===== config.mk =====
export PLATFORM = sky130hd
export DESIGN_NAME = main_memory_ctrl
export DESIGN_NICKNAME = d
export VERILOG_FILES = /design/src/rtl/main_memory_ctrl.sv
export SDC_FILE = /design/constraint.sdc
export NUM_CORES = 1
export LEC_CHECK = 0
export CAP_MARGIN = 30
export CELL_PAD_IN_SITES_DETAIL_PLACEMENT = 0
export CELL_PAD_IN_SITES_GLOBAL_PLACEMENT = 1
export CORE_ASPECT_RATIO = 1.2
export CORE_MARGIN = 2
export CORE_UTILIZATION = 48
export CTS_CLUSTER_DIAMETER = 30
export DETAILED_ROUTE_END_ITERATION = 10
export GPL_TIMING_DRIVEN = 0
export PLACE_DENSITY = 0.86
export SLEW_MARGIN = 20
export SYNTH_ARGS = -nofsm -noshare
export SYNTH_HDL_FRONTEND = slang
export SYNTH_SLANG_ARGS = --single-unit
export TNS_END_PERCENT = 20

===== constraint.sdc =====
create_clock -name Clock -period 4.9 [get_ports Clock]
set_input_delay 1.225 -clock Clock [delete_from_list [all_inputs] [get_ports Clock]]
set_output_delay 1.225 -clock Clock [all_outputs]
set_load 0.03 [all_outputs]

===== src/rtl/main_memory_ctrl.sv =====
// Latency-modelled main memory: one outstanding request with a valid/ready response and a free-running cache write-back port.
// Define MEM_ADDR_CHECK_EN to flag out-of-range addresses as errors; by default addresses wrap modulo DEPTH.
module main_memory_ctrl #(
   parameter int DATA_W    = 4,
   parameter int ADDR_W    = 4,
   parameter int DEPTH     = 8,
   parameter int BASE_ADDR = 1,
   parameter int PID_W     = 2,
   parameter int LATENCY   = 2
) (
   input  logic              Clock,
   input  logic              Reset,
   input  logic              ReqValid,
   output logic              ReqReady,
   input  logic              ReqWrite,
   input  logic [PID_W-1:0]  ReqProc,
   input  logic [ADDR_W-1:0] ReqAddr,
   input  logic [DATA_W-1:0] ReqData,
   input  logic              WbValid,
   input  logic [ADDR_W-1:0] WbAddr,
   input  logic [DATA_W-1:0] WbData,
   output logic              RespValid,
   input  logic              RespReady,
   output logic [PID_W-1:0]  RespProc,
   output logic [ADDR_W-1:0] RespAddr,
   output logic [DATA_W-1:0] RespData,
   output logic              RespErr
);

   localparam int IDX_W = (DEPTH > 1) ? $clog2(DEPTH) : 1;
   localparam int CNT_W = (LATENCY > 1) ? $clog2(LATENCY) : 1;

   typedef enum logic [1:0] {IDLE, WAIT, RESP} state_e;

   state_e              state_q, state_d;
   logic [CNT_W-1:0]    cnt_q, cnt_d;
   logic                reqWrite_q, reqWrite_d;
   logic [PID_W-1:0]    reqProc_q, reqProc_d;
   logic [ADDR_W-1:0]   reqAddr_q, reqAddr_d;
   logic [DATA_W-1:0]   reqData_q, reqData_d;
   logic [PID_W-1:0]    respProc_q, respProc_d;
   logic [ADDR_W-1:0]   respAddr_q, respAddr_d;
   logic [DATA_W-1:0]   respData_q, respData_d;
   logic                respErr_q, respErr_d;

   // Entries hold (contents XOR power-up image), so an all-zero array reads back as entry[i] = i+1.
   logic [DATA_W-1:0]   mem_q [DEPTH];

   logic [ADDR_W-1:0]   reqOff, wbOff;
   logic [IDX_W-1:0]    reqIdx, wbIdx;
   logic                reqOk, wbOk, commit;

   function automatic logic [DATA_W-1:0] initVal(input logic [IDX_W-1:0] idx);
      return DATA_W'(32'(idx) + 32'd1);
   endfunction

   assign reqOff = reqAddr_q - ADDR_W'(BASE_ADDR);
   assign wbOff  = WbAddr - ADDR_W'(BASE_ADDR);
   assign reqIdx = IDX_W'(32'(reqOff) % DEPTH);
   assign wbIdx  = IDX_W'(32'(wbOff) % DEPTH);

`ifdef MEM_ADDR_CHECK_EN
   assign reqOk = 32'(reqOff) < DEPTH;
   assign wbOk  = 32'(wbOff) < DEPTH;
`else
   assign reqOk = 1'b1;
   assign wbOk  = 1'b1;
`endif

   always_comb begin
      state_d    = state_q;
      cnt_d      = cnt_q;
      reqWrite_d = reqWrite_q;
      reqProc_d  = reqProc_q;
      reqAddr_d  = reqAddr_q;
      reqData_d  = reqData_q;
      respProc_d = respProc_q;
      respAddr_d = respAddr_q;
      respData_d = respData_q;
      respErr_d  = respErr_q;
      commit     = 1'b0;
      case (state_q)
         IDLE: begin
            if (ReqValid) begin
               reqWrite_d = ReqWrite;
               reqProc_d  = ReqProc;
               reqAddr_d  = ReqAddr;
               reqData_d  = ReqData;
               cnt_d      = CNT_W'(LATENCY - 1);
               state_d    = WAIT;
            end
         end
         WAIT: begin
            if (cnt_q == '0) begin
               commit     = 1'b1;
               state_d    = RESP;
               respProc_d = reqProc_q;
               respAddr_d = reqAddr_q;
               respErr_d  = !reqOk;
               // A same-edge write-back to the entry being read is forwarded.
               if (!reqOk)
                  respData_d = '0;
               else if (reqWrite_q)
                  respData_d = reqData_q;
               else if (WbValid && wbOk && (wbIdx == reqIdx))
                  respData_d = WbData;
               else
                  respData_d = mem_q[reqIdx] ^ initVal(reqIdx);
            end else begin
               cnt_d = cnt_q - CNT_W'(1);
            end
         end
         RESP: begin
            if (RespReady)
               state_d = IDLE;
         end
         default: state_d = IDLE;
      endcase
   end

   always_ff @(posedge Clock) begin
      if (Reset) begin
         state_q    <= IDLE;
         cnt_q      <= '0;
         reqWrite_q <= 1'b0;
         reqProc_q  <= '0;
         reqAddr_q  <= '0;
         reqData_q  <= '0;
         respProc_q <= '0;
         respAddr_q <= '0;
         respData_q <= '0;
         respErr_q  <= 1'b0;
      end else begin
         state_q    <= state_d;
         cnt_q      <= cnt_d;
         reqWrite_q <= reqWrite_d;
         reqProc_q  <= reqProc_d;
         reqAddr_q  <= reqAddr_d;
         reqData_q  <= reqData_d;
         respProc_q <= respProc_d;
         respAddr_q <= respAddr_d;
         respData_q <= respData_d;
         respErr_q  <= respErr_d;
      end
   end

   // The request write is issued last so it overrides a same-edge write-back to the same entry.
   always_ff @(posedge Clock) begin
      if (!Reset) begin
         if (WbValid && wbOk)
            mem_q[wbIdx] <= WbData ^ initVal(wbIdx);
         if (commit && reqWrite_q && reqOk)
            mem_q[reqIdx] <= reqData_q ^ initVal(reqIdx);
      end
   end

   assign ReqReady  = (state_q == IDLE);
   assign RespValid = (state_q == RESP);
   assign RespProc  = respProc_q;
   assign RespAddr  = respAddr_q;
   assign RespData  = respData_q;
   assign RespErr   = respErr_q;

endmodule


==> qor.csv <==
metric,value,unit
status,"complete, no violations",
grt_pass1_vias,2239,
holdBufCountCts,0,
cts_buffer_depth,2,
initialDrtViolationCount,108,
fin_tns_setup,0,ns
post_cts_buffers,0,
ys_ff_latch,56,
port_buffers,32,
grt.total_usage,21.98,%
die_area,7036,µm²
clock_skew,0.007265,ns
hold_ws,0.4591,ns
period_minus_slack,3.160,ns
synthCells,276,
final_cell_mix,"mux2i_1, clkdlybuf4s50_1, edfxtp_1",
netlist_top_cells_area,"edfxtp_1, dfxtp_1, mux2i_1",
drt-total-wl,7202,µm
maxSlewHeadroom,39.18,%
start_util,50.28,%
ctsHtreeMaxLevel,2,
place_area,3485,µm²
slowest_stage,xnor2_1,
end_kind,flop,
path_delay_family,XOR/XNOR gates,
syn-num-nets,302,
setup-violations-final,0,
pin_count,37,
fin_crit_sh,64.49,%
power.density,291.2,nW/µm²
antenna_found_initial,0,
worst_slack,1.740,ns
place_congestion,0.8509,
final_util,58.64,%
drive_above_1_share,11.39,%
synth_top_cell_by_area,edfxtp_1,
post_cts_resized,0,
p_leak,1.394,nW
grt_pass1_wl,11840,µm
max_stage_delay,0.61,ns
detail-route-antenna-nets,0,
worstPathArrival,3.20,ns
required,4.94,ns
areaGrowthSynthToFinish,16.63,%
place_ws,1.416,ns
cts_tree,yes,
via_per_inst,5.548,
grt_start_max_net_pins,18,
synth_top_cell_area_share,31.39,%
die_x,76.91,µm
syn_area,3062,µm²
clkLatencyLatePin,0.32,ns
maxCapViolations,0,
max_freq,0.3165,GHz
rsz0062_at_grt,false,
worstPathCellList,clkdlybuf4s50_1 -> inv_1 -> ha_1 -> xor2_2 -> nand2b_1 -> nor2_1 -> xnor2_1 -> mux2i_1,
core,6090,µm²
synth_area_per_cell,11.09,µm²
synthArstFlopShare,0,%
fin_nets,341,
finalHoldViolCount,0,
ys.flop_type,edfxtp_1,
drc_errors,0,
placementRows,31,
layout_commonest_cell,mux2i_1,
cts_root_buffer,clkbuf_8,
antenna_cells,0,
cp_num_buf_inv,2,
path_max_fanout,8,
wl_per_cell,18.10,µm
synth-edff-count,32,
max-vdd-ir-drop,0.0001245,V
tightest_slew,0.9045,ns
synthDistinctLibCells,46,
cts_buffers,5,
seq_area_frac_synth,47.08,%
gr-total-overflow,0,
yosys_warnings,0,
clk_pin_slew_worst_paths,0.10,ns
final_area,3571,µm²
die_height,91.49,µm
dr.pass1.iters,4,
slew_viol_final,0,
worstSetupPathType,in2reg,
vias,2208,
place_hpwl,5322,µm
hp-class,reg2reg,
worst_setup_path_start_kind,input pin,
clkSinkCount,56,
-- sequential cells by signal, summed over array words and instances (netlist names) --
| register | cells |
|---|---|
| mem_q | 32 |
| reqProc_q | 2 |
| reqData_q | 4 |
| cnt_q | 1 |
| RespData | 4 |
| state_q | 2 |
| reqWrite_q | 1 |
| RespAddr | 4 |
| reqAddr_q | 4 |
| RespProc | 2 |
-- synthesized netlist by cell type, types with 5 or more instances --
library cell / n
buf_2: 9
nand3_1: 5
xnor2_1: 12
mux4_1: 6
nor2_1: 28
mux2i_1: 36
nand2_1: 20
a21oi_1: 18
edfxtp_1: 32
dfxtp_1: 24
and3_1: 7
inv_1: 16
-- power breakdown --
group          switching [mW]  internal, mW
combinational           0.142         0.106
clock                   0.158         0.100
sequential             0.0114         0.522
-- final cells by class --
| class | count | area (µm²) |
|---|---|---|
| plain buffers | 20 | 133.9 |
| well taps | 82 | 102.6 |
| clock inverters | 3 | 17.52 |
| multi-input cells | 184 | 1426 |
| flip-flops and latches | 56 | 1441 |
| repair buffers | 32 | 320.3 |
| inverters | 16 | 60.06 |
| fillers | 555 | 2519 |
| clock buffers | 5 | 68.82 |
-- kinds of logic after synthesis --
| kind of cell | share of synthesized area (%) |
|---|---|
| and+or+nand+nor | 12.18 |
| adders and majority gates | 0.8172 |
| muxes | 19.13 |
| other | 0.1225 |
| AOI/OAI and AO/OA | 8.746 |
| xor gates and xnor gates | 5.599 |
| DFF | 47.08 |
| buffers and inverters | 6.334 |
-- per-stage QoR --
stage	std cells	total power, mW
5_1_grt	398	1.091
6_report	398	1.040
2_1_floorplan	276	0.7108
3_5_place_dp	390	0.7906
4_1_cts	398	1.046
3_3_place_gp	390	0.7884
-- worst reg2reg max path, cell delays in order (launching register included) --
cell,delay (ns)
dfxtp_1,0.47
inv_1,0.16
ha_1,0.33
buf_6,0.14
buf_2,0.19
xnor2_1,0.52
xnor2_1,0.35
mux2i_1,0.14
-- layer usage --
metal,wire length [µm],up-vias,global-route usage (%)
li1,-,1062,-
met1,2909,1067,26.45
met2,3668,67,38.45
met3,465,12,4.473
met4,157,0,8.333
met5,0,-,0
-- path summary, 6_finish.rpt --
check | end | slack [ns] | depth (start not counted) | start
worst max-delay path | mem_q[7][3] | 1.74 | 8 | WbAddr[1]
worst min-delay path | RespProc[0] | 0.46 | 2 | RespProc[0]
worst max register to register | mem_q[6][1] | 2.32 | 7 | reqAddr_q[0]
worst min register to register | RespProc[0] | 0.46 | 2 | RespProc[0]
Power figures use the tool's default switching activity.
